<file path="src/rtl/noise_cfg_ctrl.sv">
// SPI-fed configuration controller for the noise generator: receives 40-bit frames,
// validates them, and hands divisor/seed updates to the datapath only at safe points.
module noise_cfg_ctrl #(
    parameter logic [16:0] FREQ_RST     = 17'd13000,
    parameter logic [22:0] SEED_RST     = 23'd111,
    parameter int          TICK_TIMEOUT = 131071
) (
    input  logic        sys_clk,
    input  logic        sys_rst_n,
    input  logic        spi_clock,
    input  logic        spi_data,
    input  logic        spi_cs,
    input  logic        gen_tick,
    output logic [16:0] freq_div,
    output logic [22:0] seed,
    output logic        seed_load,
    output logic        gen_enable,
    output logic        cfg_busy,
    output logic        frame_err,
    output logic [7:0]  err_count,
    output logic [2:0]  dbg_state
);

    localparam logic [2:0] S_IDLE    = 3'd0;
    localparam logic [2:0] S_RECV    = 3'd1;
    localparam logic [2:0] S_CHECK   = 3'd2;
    localparam logic [2:0] S_PENDING = 3'd3;
    localparam logic [2:0] S_APPLY   = 3'd4;

    localparam logic [7:0] OP_FREQ = 8'h01;
    localparam logic [7:0] OP_SEED = 8'h02;
    localparam logic [7:0] OP_CTRL = 8'h03;

    localparam int                WAIT_W    = $clog2(TICK_TIMEOUT + 1);
    localparam logic [WAIT_W-1:0] WAIT_LAST = WAIT_W'(TICK_TIMEOUT - 1);

    logic [2:0]        r_sck_sync;
    logic [2:0]        r_cs_sync;
    logic [1:0]        r_mosi_sync;
    logic [2:0]        r_state;
    logic [39:0]       r_shift;
    logic [5:0]        r_bitcnt;
    logic [16:0]       r_shadow_freq;
    logic [22:0]       r_shadow_seed;
    logic              r_pend_seed;
    logic [WAIT_W-1:0] r_wait;
    logic [16:0]       r_freq_div;
    logic [22:0]       r_seed;
    logic              r_seed_load;
    logic              r_gen_enable;
    logic              r_cfg_busy;
    logic              r_frame_err;
    logic [7:0]        r_err_count;
    logic              r_drop;

    logic       w_sck_rise;
    logic       w_cs_fall;
    logic       w_cs_rise;
    logic [7:0] w_opcode;
    logic       w_op_known;
    logic       w_frame_bad;
    logic       w_ctrl_clear;
    logic       w_err_inc;
    logic       w_go_apply;

    assign w_sck_rise   = (r_sck_sync[2:1] == 2'b01);
    assign w_cs_fall    = (r_cs_sync[2:1] == 2'b10);
    assign w_cs_rise    = (r_cs_sync[2:1] == 2'b01);
    assign w_opcode     = r_shift[39:32];
    assign w_op_known   = (w_opcode == OP_FREQ) || (w_opcode == OP_SEED) || (w_opcode == OP_CTRL);
    assign w_frame_bad  = (r_bitcnt != 6'd40) || !w_op_known;
    assign w_ctrl_clear = (r_state == S_CHECK) && !w_frame_bad && (w_opcode == OP_CTRL) && r_shift[1];
    // A frame arriving while an update is outstanding is counted as bad when it closes.
    assign w_err_inc    = ((r_state == S_CHECK) && w_frame_bad) || (w_cs_rise && r_drop);
    assign w_go_apply   = gen_tick || !r_gen_enable || (r_wait == WAIT_LAST);

    // CS idles high, so its synchroniser resets to ones to avoid a false edge.
    always_ff @(posedge sys_clk or negedge sys_rst_n) begin
        if (!sys_rst_n) begin
            r_sck_sync  <= 3'b000;
            r_cs_sync   <= 3'b111;
            r_mosi_sync <= 2'b00;
        end else begin
            r_sck_sync  <= {r_sck_sync[1:0], spi_clock};
            r_cs_sync   <= {r_cs_sync[1:0], spi_cs};
            r_mosi_sync <= {r_mosi_sync[0], spi_data};
        end
    end

    always_ff @(posedge sys_clk or negedge sys_rst_n) begin
        if (!sys_rst_n) begin
            r_drop <= 1'b0;
        end else if (w_cs_rise) begin
            r_drop <= 1'b0;
        end else if (w_cs_fall && (r_state != S_IDLE)) begin
            r_drop <= 1'b1;
        end
    end

    always_ff @(posedge sys_clk or negedge sys_rst_n) begin
        if (!sys_rst_n) begin
            r_frame_err <= 1'b0;
            r_err_count <= 8'd0;
        end else if (w_ctrl_clear) begin
            r_frame_err <= 1'b0;
            r_err_count <= 8'd0;
        end else if (w_err_inc) begin
            r_frame_err <= 1'b1;
            if (r_err_count != 8'hFF) begin
                r_err_count <= r_err_count + 8'd1;
            end
        end
    end

    always_ff @(posedge sys_clk or negedge sys_rst_n) begin
        if (!sys_rst_n) begin
            r_state       <= S_IDLE;
            r_shift       <= 40'd0;
            r_bitcnt      <= 6'd0;
            r_shadow_freq <= 17'd0;
            r_shadow_seed <= 23'd0;
            r_pend_seed   <= 1'b0;
            r_wait        <= '0;
            r_freq_div    <= FREQ_RST;
            r_seed        <= SEED_RST;
            r_seed_load   <= 1'b0;
            r_gen_enable  <= 1'b0;
            r_cfg_busy    <= 1'b0;
        end else begin
            r_seed_load <= 1'b0;
            case (r_state)
                S_IDLE: begin
                    if (w_cs_fall) begin
                        r_bitcnt <= 6'd0;
                        r_state  <= S_RECV;
                    end
                end
                S_RECV: begin
                    if (w_cs_rise) begin
                        r_state <= S_CHECK;
                    end else if (w_sck_rise) begin
                        r_shift <= {r_shift[38:0], r_mosi_sync[1]};
                        if (r_bitcnt != 6'd63) begin
                            r_bitcnt <= r_bitcnt + 6'd1;
                        end
                    end
                end
                S_CHECK: begin
                    r_state <= S_IDLE;
                    if (!w_frame_bad) begin
                        case (w_opcode)
                            OP_CTRL: begin
                                r_gen_enable <= r_shift[0];
                            end
                            OP_FREQ: begin
                                r_shadow_freq <= r_shift[16:0];
                                r_pend_seed   <= 1'b0;
                                r_cfg_busy    <= 1'b1;
                                r_wait        <= '0;
                                r_state       <= S_PENDING;
                            end
                            OP_SEED: begin
                                r_shadow_seed <= r_shift[22:0];
                                r_pend_seed   <= 1'b1;
                                r_cfg_busy    <= 1'b1;
                                r_wait        <= '0;
                                r_state       <= S_PENDING;
                            end
                            default: r_state <= S_IDLE;
                        endcase
                    end
                end
                S_PENDING: begin
                    if (w_go_apply) begin
                        r_state <= S_APPLY;
                    end else begin
                        r_wait <= r_wait + 1'b1;
                    end
                end
                S_APPLY: begin
                    // Seed and its load strobe become visible together on the same edge.
                    if (r_pend_seed) begin
                        r_seed      <= (r_shadow_seed == 23'd0) ? SEED_RST : r_shadow_seed;
                        r_seed_load <= 1'b1;
                    end else begin
                        r_freq_div <= r_shadow_freq;
                    end
                    r_cfg_busy <= 1'b0;
                    r_state    <= S_IDLE;
                end
                default: r_state <= S_IDLE;
            endcase
        end
    end

    assign freq_div   = r_freq_div;
    assign seed       = r_seed;
    assign seed_load  = r_seed_load;
    assign gen_enable = r_gen_enable;
    assign cfg_busy   = r_cfg_busy;
    assign frame_err  = r_frame_err;
    assign err_count  = r_err_count;
    assign dbg_state  = r_state;

endmodule

</file>
<file path="config.mk">
export PLATFORM = sky130hd
export DESIGN_NAME = noise_cfg_ctrl
export DESIGN_NICKNAME = d
export VERILOG_FILES = /design/src/rtl/noise_cfg_ctrl.sv
export SDC_FILE = /design/constraint.sdc
export NUM_CORES = 1
export LEC_CHECK = 0
export CAP_MARGIN = 20
export CORE_UTILIZATION = 30
export DETAILED_ROUTE_END_ITERATION = 7
export GPL_ROUTABILITY_DRIVEN = 0
export MAX_ROUTING_LAYER = met4
export SYNTH_ARGS = -nofsm -noshare
export SYNTH_HDL_FRONTEND = slang
export SYNTH_SLANG_ARGS = --single-unit
</file>
<file path="constraint.sdc">
create_clock -name sys_clk -period 4.7 [get_ports sys_clk]
set_input_delay 0.705 -clock sys_clk [delete_from_list [all_inputs] [get_ports sys_clk]]
set_output_delay 0.705 -clock sys_clk [all_outputs]
set_load 0.02 [all_outputs]
</file>
==> results of run 1 <==
cell families (layout without fill, tap and decap cells):
logic type / count (synthesis) / count (layout)
flops: 168 / 168
fa+ha+maj: 5 / 5
compound gates: 30 / 30
xor+xnor: 19 / 19
buf+inv: 28 / 106
simple gates: 135 / 135
mux: 120 / 120
metal layers:
layer | wire length (um) | up-vias | global-route usage (%)
met2 | 6108 | 92 | 19.05
met3 | 839 | 17 | 4.059
met5 | 0 | - | -
met4 | 210 | 0 | 4.762
li1 | - | 1959 | -
met1 | 6155 | 2106 | 16.14
final cells by class:
class | instances | area [um^2]
clock buffers | 18 | 439.2
multi-input cells | 309 | 2554
inverters | 8 | 30.03
well taps | 285 | 356.6
clock inverters | 14 | 172.7
flip-flops and latches | 168 | 4223
fillers | 2145 | 14130
repair buffers | 66 | 666.9
power breakdown:
group / internal [mW] / total, mW / switching (mW)
sequential: 1.50 / 1.57 / 0.0691
combinational: 0.101 / 0.219 / 0.118
clock: 0.780 / 1.43 / 0.651
flip-flops by register name, summed over array words and instances, names as in the netlist, 6 cells and up:
name and flops:
err_count 8, r_shadow_freq 17, r_bitcnt 6, freq_div 17, seed 23, r_shift 40
r_shadow_seed 23, r_wait 17
cell usage after synthesis (all sizes together) (3+ instances only):
cell / n
buf: 11
o311ai: 3
nor4b: 3
o22a: 6
dfstp: 15
nor3: 10
nand4: 8
nand3b: 4
or4: 4
o21ai: 8
a21oi: 5
nor4: 17
clkbuf: 9
xnor2: 18
nand2: 20
nand2b: 4
inv: 8
ha: 5
mux2i: 4
mux2: 116
or3b: 3
nor2: 34
nand3: 15
and3: 3
dfrtp: 153
worst max-delay path, delay by kind of cell, from the launching register on:
family / cells / cell delay [ns]
buffers and inverters: 1 / 0.07
AOI/OAI and AO/OA: 1 / 0.16
and+or+nand+nor: 4 / 1.81
DFF: 1 / 0.42
adders and majority gates: 1 / 0.13
cells in the final DEF (no fill, tap or decap), drive strengths merged, types with 2 or more instances in the layout:
| master | synthesis | layout |
|---|---|---|
| o21a | 2 | 2 |
| o22a | 6 | 6 |
| clkdlybuf4s50 | 0 | 59 |
| nor3 | 10 | 10 |
| clkbuf | 9 | 18 |
| dfrtp | 153 | 153 |
| a21oi | 5 | 5 |
| buf | 11 | 7 |
| o31ai | 2 | 2 |
| or4 | 4 | 4 |
| ha | 5 | 5 |
| dfstp | 15 | 15 |
| xnor2 | 18 | 18 |
| nand2b | 4 | 4 |
| nand3b | 4 | 4 |
| or2 | 2 | 2 |
| o21ai | 8 | 8 |
| inv | 8 | 17 |
| and3 | 3 | 3 |
| nor2 | 34 | 34 |
| nor4 | 17 | 17 |
| or3 | 2 | 2 |
| mux2i | 4 | 4 |
| and2 | 2 | 2 |
| clkinv | 0 | 3 |
| or3b | 3 | 3 |
| mux2 | 116 | 116 |
| nand3 | 15 | 15 |
| nand2 | 20 | 20 |
| nor4b | 3 | 3 |
| nand4 | 8 | 8 |
| o311ai | 3 | 3 |
metrics by stage:
| step | hold slack [ns] | power, mW |
|---|---|---|
| after floorplan | 0.3312 | 1.702 |
| after global placement | 0.3370 | 1.808 |
| after detailed placement | 0.3358 | 1.817 |
| after CTS | 0.3507 | 3.256 |
| after global routing | 0.3606 | 3.370 |
| final | 0.3477 | 3.220 |
worst paths after layout:
| check | start | end | slack (ns) | cells after the start |
|---|---|---|---|---|
| setup / recovery | r_bitcnt[0] | dbg_state[1] | 2.04 | 7 |
| hold / removal | r_sck_sync[0] | r_sck_sync[1] | 0.35 | 0 |
| setup reg to reg | r_bitcnt[0] | dbg_state[1] | 2.04 | 7 |
| hold reg to reg | r_sck_sync[0] | r_sck_sync[1] | 0.35 | 0 |
| max in group asynchronous | sys_rst_n | freq_div[13] | 3.25 | 2 |
| min in group asynchronous | sys_rst_n | r_shadow_freq[11] | 0.38 | 1 |
==> impl_metrics.json, run 1 <==
{
  "diodes": 0,
  "setup_slack_ns": 2.039,
  "clock.fmax_mhz": 375.8,
  "synth_area_leaders": "dfrtp_1 56%, mux2_2 16%, dfstp_2 5.7%",
  "avgSynthCellArea_um2": 13.64,
  "antenna_found_initial": 0,
  "first_pass_iters": 4,
  "tightest_slew_ns": 0.9730,
  "place_ws_ns": 2.033,
  "rows": 55,
  "yosysWarningCount": 0,
  "finalHoldViolCount": 0,
  "finalCritPeriodShare_pct": 56.61,
  "arrival_ns": 3.01,
  "ctsHtreeMaxLevel": 4,
  "die_h_um": 153.5,
  "placed_area_mm2": 0.007802,
  "drtAntennaViolNets": 0,
  "synthXorXnorAreaFrac_pct": 2.416,
  "grt_usage_pct": 12.76,
  "drt_wl_total_mm": 13.31,
  "vias": 4174,
  "synth.distinct_cells": 51,
  "slowest_delay_ns": 0.77,
  "maxCapViolCount": 0,
  "setup_viol": 0,
  "clock_sinks": 168,
  "fin_util_pct": 37.40,
  "area_growth_pct": 22.56,
  "dp.cells": 835,
  "tritoncts": "built",
  "tns_ns": 0,
  "seq_area_frac_synth_pct": 61.31,
  "async_flop_share_pct": 100.0,
  "drive_above_1_share_pct": 28.13,
  "die_area_mm2": 0.02357,
  "required_ns": 5.05,
  "fin_cells": 868,
  "synth_compound_area_share_pct": 2.979,
  "start_util_pct": 30.52,
  "status": "finished clean",
  "wl_per_cell_um": 15.34,
  "post-cts-setup-buffer-count": 0,
  "drtIter0Drc": 199,
  "cts_hold_buf": 0,
  "clock_skew_ns": 0.01134,
  "clock_path_buffers": 2,
  "min_period_ns": 2.661,
  "synth.cell_area_mm2": 0.006888,
  "ios": 61,
  "relSlewSlack_pct": 35.13,
  "cts_resized": 0,
  "synth_fa_ha_area_share_pct": 0.9083,
  "hpwlAfterDp_mm": 8.834,
  "clock_latency_ns": 0.43,
  "overflow": 0,
  "die_x_um": 153.5,
  "drc_errors": 0,
  "crit_type": "reg -> reg",
  "yosysTopAreaCell": "dfrtp_1",
  "p_leak_nw": 3.884,
  "startpoint_type": "flip-flop",
  "cts_made_buffers": 17,
  "synth_top_family_by_area": "multiplexers",
  "path_max_fanout": 16,
  "yosysTopAreaCellShare_pct": 55.59,
  "ys.flop_type": "dfrtp_1",
  "rsz0062_at_grt": "false",
  "crit_path_cell_trace": "inv_1, ha_1, or3b_2, nor4_4, and2_0, nor2_1, o21ai_0",
  "grt_start_max_net_pins": 109,
  "root_buffer": "clkbuf_16",
  "nNetsFinal": 581,
  "synth-seq-cells": 168,
  "core_area_mm2": 0.02257,
  "slew_violations": 0,
  "crit_slowest_cell": "and2_0",
  "final_area_mm2": 0.008442,
  "end_kind": "flip-flop",
  "clkTransAtPathRegs_ns": 0.07,
  "grt_pass1_wl_mm": 23.14,
  "syn-num-nets": 516,
  "hp-class": "reg -> reg",
  "synth_cells": 505,
  "io_buffers": 60,
  "via_per_inst": 4.809,
  "synth-edff-count": 0,
  "powerDensity_mw_per_mm2": 381.4,
  "synth_mux_area_share_pct": 19.55,
  "grt_pass1_vias": 4493,
  "vdd_drop_max_v": 0.0002139,
  "synth-simple-area-share_pct": 11.12
}
(Power assumes the default switching activity.)
==> run 2, diff against run 1 <==
==> constraint.sdc (replaced) <==
create_clock -name sys_clk -period 2.3 [get_ports sys_clk]
set_input_delay 0.345 -clock sys_clk [delete_from_list [all_inputs] [get_ports sys_clk]]
set_output_delay 0.345 -clock sys_clk [all_outputs]
set_load 0.02 [all_outputs]
==> impl_metrics.json, run 2 (synthesis results as in run 1) <==
{
  "grt_pass1_wl_mm": 23.32,
  "diodes": 0,
  "path_max_fanout": 12,
  "die_area_mm2": 0.02357,
  "drt_wl_total_mm": 13.92,
  "drtAntennaViolNets": 0,
  "drc_errors": 0,
  "clock_sinks": 168,
  "holdWs_ns": 0.3344,
  "ctsHtreeMaxLevel": 4,
  "root_buffer": "clkbuf_16",
  "drive_above_1_share_pct": 29.98,
  "tightest_slew_ns": 0.5785,
  "whs_path_depth": 1,
  "wl_per_cell_um": 15.79,
  "min-delay-start": "spi_cs",
  "via_per_inst": 4.806,
  "rsz0062_at_grt": "false",
  "powerDensity_mw_per_mm2": 752.9,
  "tritoncts": "built",
  "clock_path_buffers": 2,
  "crit_path_cell_trace": "inv_1, ha_1, or3b_4, nor4_1, buf_4, o21a_2, or4_1, a21oi_1",
  "ios": 61,
  "largest_reg_flops": 40,
  "startpoint_type": "flip-flop",
  "rows": 55,
  "status": "finished clean",
  "start_util_pct": 30.52,
  "core_area_mm2": 0.02257,
  "slowest_delay_ns": 0.52,
  "finalPower_mw": 6.468,
  "relSlewSlack_pct": 60.89,
  "ff2ff_setup_slack_ns": 0.10,
  "finalHoldViolCount": 0,
  "clock.fmax_mhz": 455.5,
  "use_met2_pct": 20.00,
  "die_h_um": 153.5,
  "reg2reg_to": "err_count[7]",
  "cts_made_buffers": 17,
  "grt_start_max_net_pins": 63,
  "fin_util_pct": 38.06,
  "grt_pass1_vias": 4464,
  "layout_commonest_cell": "dfrtp_1",
  "crit_slowest_cell": "or4_1",
  "regMostFlops": "r_shift",
  "mostFrequentLayoutCells": "153 x dfrtp_1, 97 x mux2_2, 59 x clkdlybuf4s50_1, 32 x nor2_1",
  "setup_viol": 0,
  "hold_path_end": "r_cs_sync[0]",
  "place_ws_ns": 0.001124,
  "crit_type": "reg -> reg",
  "grtUsageMet1_pct": 16.92,
  "die_x_um": 153.5,
  "reg2reg_depth": 8,
  "overflow": 0,
  "clkTransAtPathRegs_ns": 0.07,
  "vdd_drop_max_v": 0.0006001,
  "area.sequential_mm2": 0.004223,
  "io_buffers": 60,
  "hp-class": "in -> reg",
  "arrival_ns": 2.53,
  "nNetsFinal": 595,
  "hpwlAfterDp_mm": 9.169,
  "multi_input_comb_area_mm2": 0.002564,
  "maxCapViolCount": 0,
  "clock_skew_ns": 0.01723,
  "nFillCells": 2154,
  "drtIter0Drc": 249,
  "min_period_ns": 2.196,
  "vias": 4239,
  "area_growth_pct": 24.72,
  "clock_latency_ns": 0.43,
  "first_pass_iters": 4,
  "end_kind": "flip-flop",
  "required_ns": 2.64,
  "antenna_found_initial": 0,
  "r2r-start": "r_bitcnt[0]",
  "setup_slack_ns": 0.1045,
  "finalCritPeriodShare_pct": 95.46,
  "grt_usage_pct": 12.94,
  "busiest_layer": "met2",
  "p_leak_nw": 3.959,
  "slew_violations": 0,
  "grtUsageMet3_pct": 3.100,
  "tns_ns": 0
}
-- run 2: changes by cell type in the layout (fill, tap and decap cells not counted), moves of 2 or more --
cell / before / now
buf_4: 5 / 12
buf_12: 0 / 7
clkinv_2: 0 / 2
inv_6: 3 / 5
-- run 2: worst max-delay path by stage --
| stage | from | to | slack (ns) |
|---|---|---|---|
| 2_1_floorplan | dbg_state[1] | r_shadow_freq[10] | 0.01 |
| 3_3_place_gp | gen_tick | r_wait[16] | 0.04 |
| 3_5_place_dp | gen_tick | r_wait[14] | 0.001 |
| 4_1_cts | r_bitcnt[0] | err_count[6] | 0.06 |
| 5_1_grt | dbg_state[1] | r_bitcnt[3] | 0.01 |
| 6_report | r_bitcnt[0] | err_count[7] | 0.10 |
-- run 2: critical path, delay by kind of cell (launching register included) --
kind,cells,cell delay (ns)
flip-flops,1,0.41
buffers and inverters,2,0.20
AO/OA/AOI/OAI,2,0.46
AND/OR/NAND/NOR,3,0.84
adder cells (fa/ha/maj),1,0.21
-- run 2: cell type report --
| class | instances | area share, % |
|---|---|---|
| clock buffer | 17 | 4.952 |
| clock inverter | 15 | 1.748 |
| inverter | 8 | 0.3495 |
| multi-input combinational | 309 | 29.84 |
| sequential | 168 | 49.16 |
| tap | 285 | 4.151 |
| timing repair buffer | 80 | 9.802 |
-- run 2: stage by stage --
stage / area [um^2] / std cells
finish: 8591 / 882
global route: 8591 / 882
CTS: 8543 / 880
detailed placement: 7958 / 847
global placement: 7958 / 847
floorplan: 6890 / 505
-- run 2: layer usage --
layer  vias up  routed length (um)  share of wire [%]
met5         -                   0                  0
met4         0                 128               0.92
met3         9                 505                3.6
met2        83                6453                 46
met1      2176                6836                 49
li1       1971                   -                  -
-- run 2: what timing repair did --
| item | 4_1_cts | 5_1_grt |
|---|---|---|
| resized for setup | 0 | 2 |
| endpoints found under the hold margin | 52 | 0 |
| hold buffers | 1 | 0 |
| setup endpoints to repair | 0 | 24 |
| setup buffers | 0 | 2 |
-- run 2: where the power goes --
group | internal, mW | switching [mW]
clock network | 1.45 | 1.32
registers | 3.07 | 0.137
logic | 0.229 | 0.263
total | 4.74 | 1.72
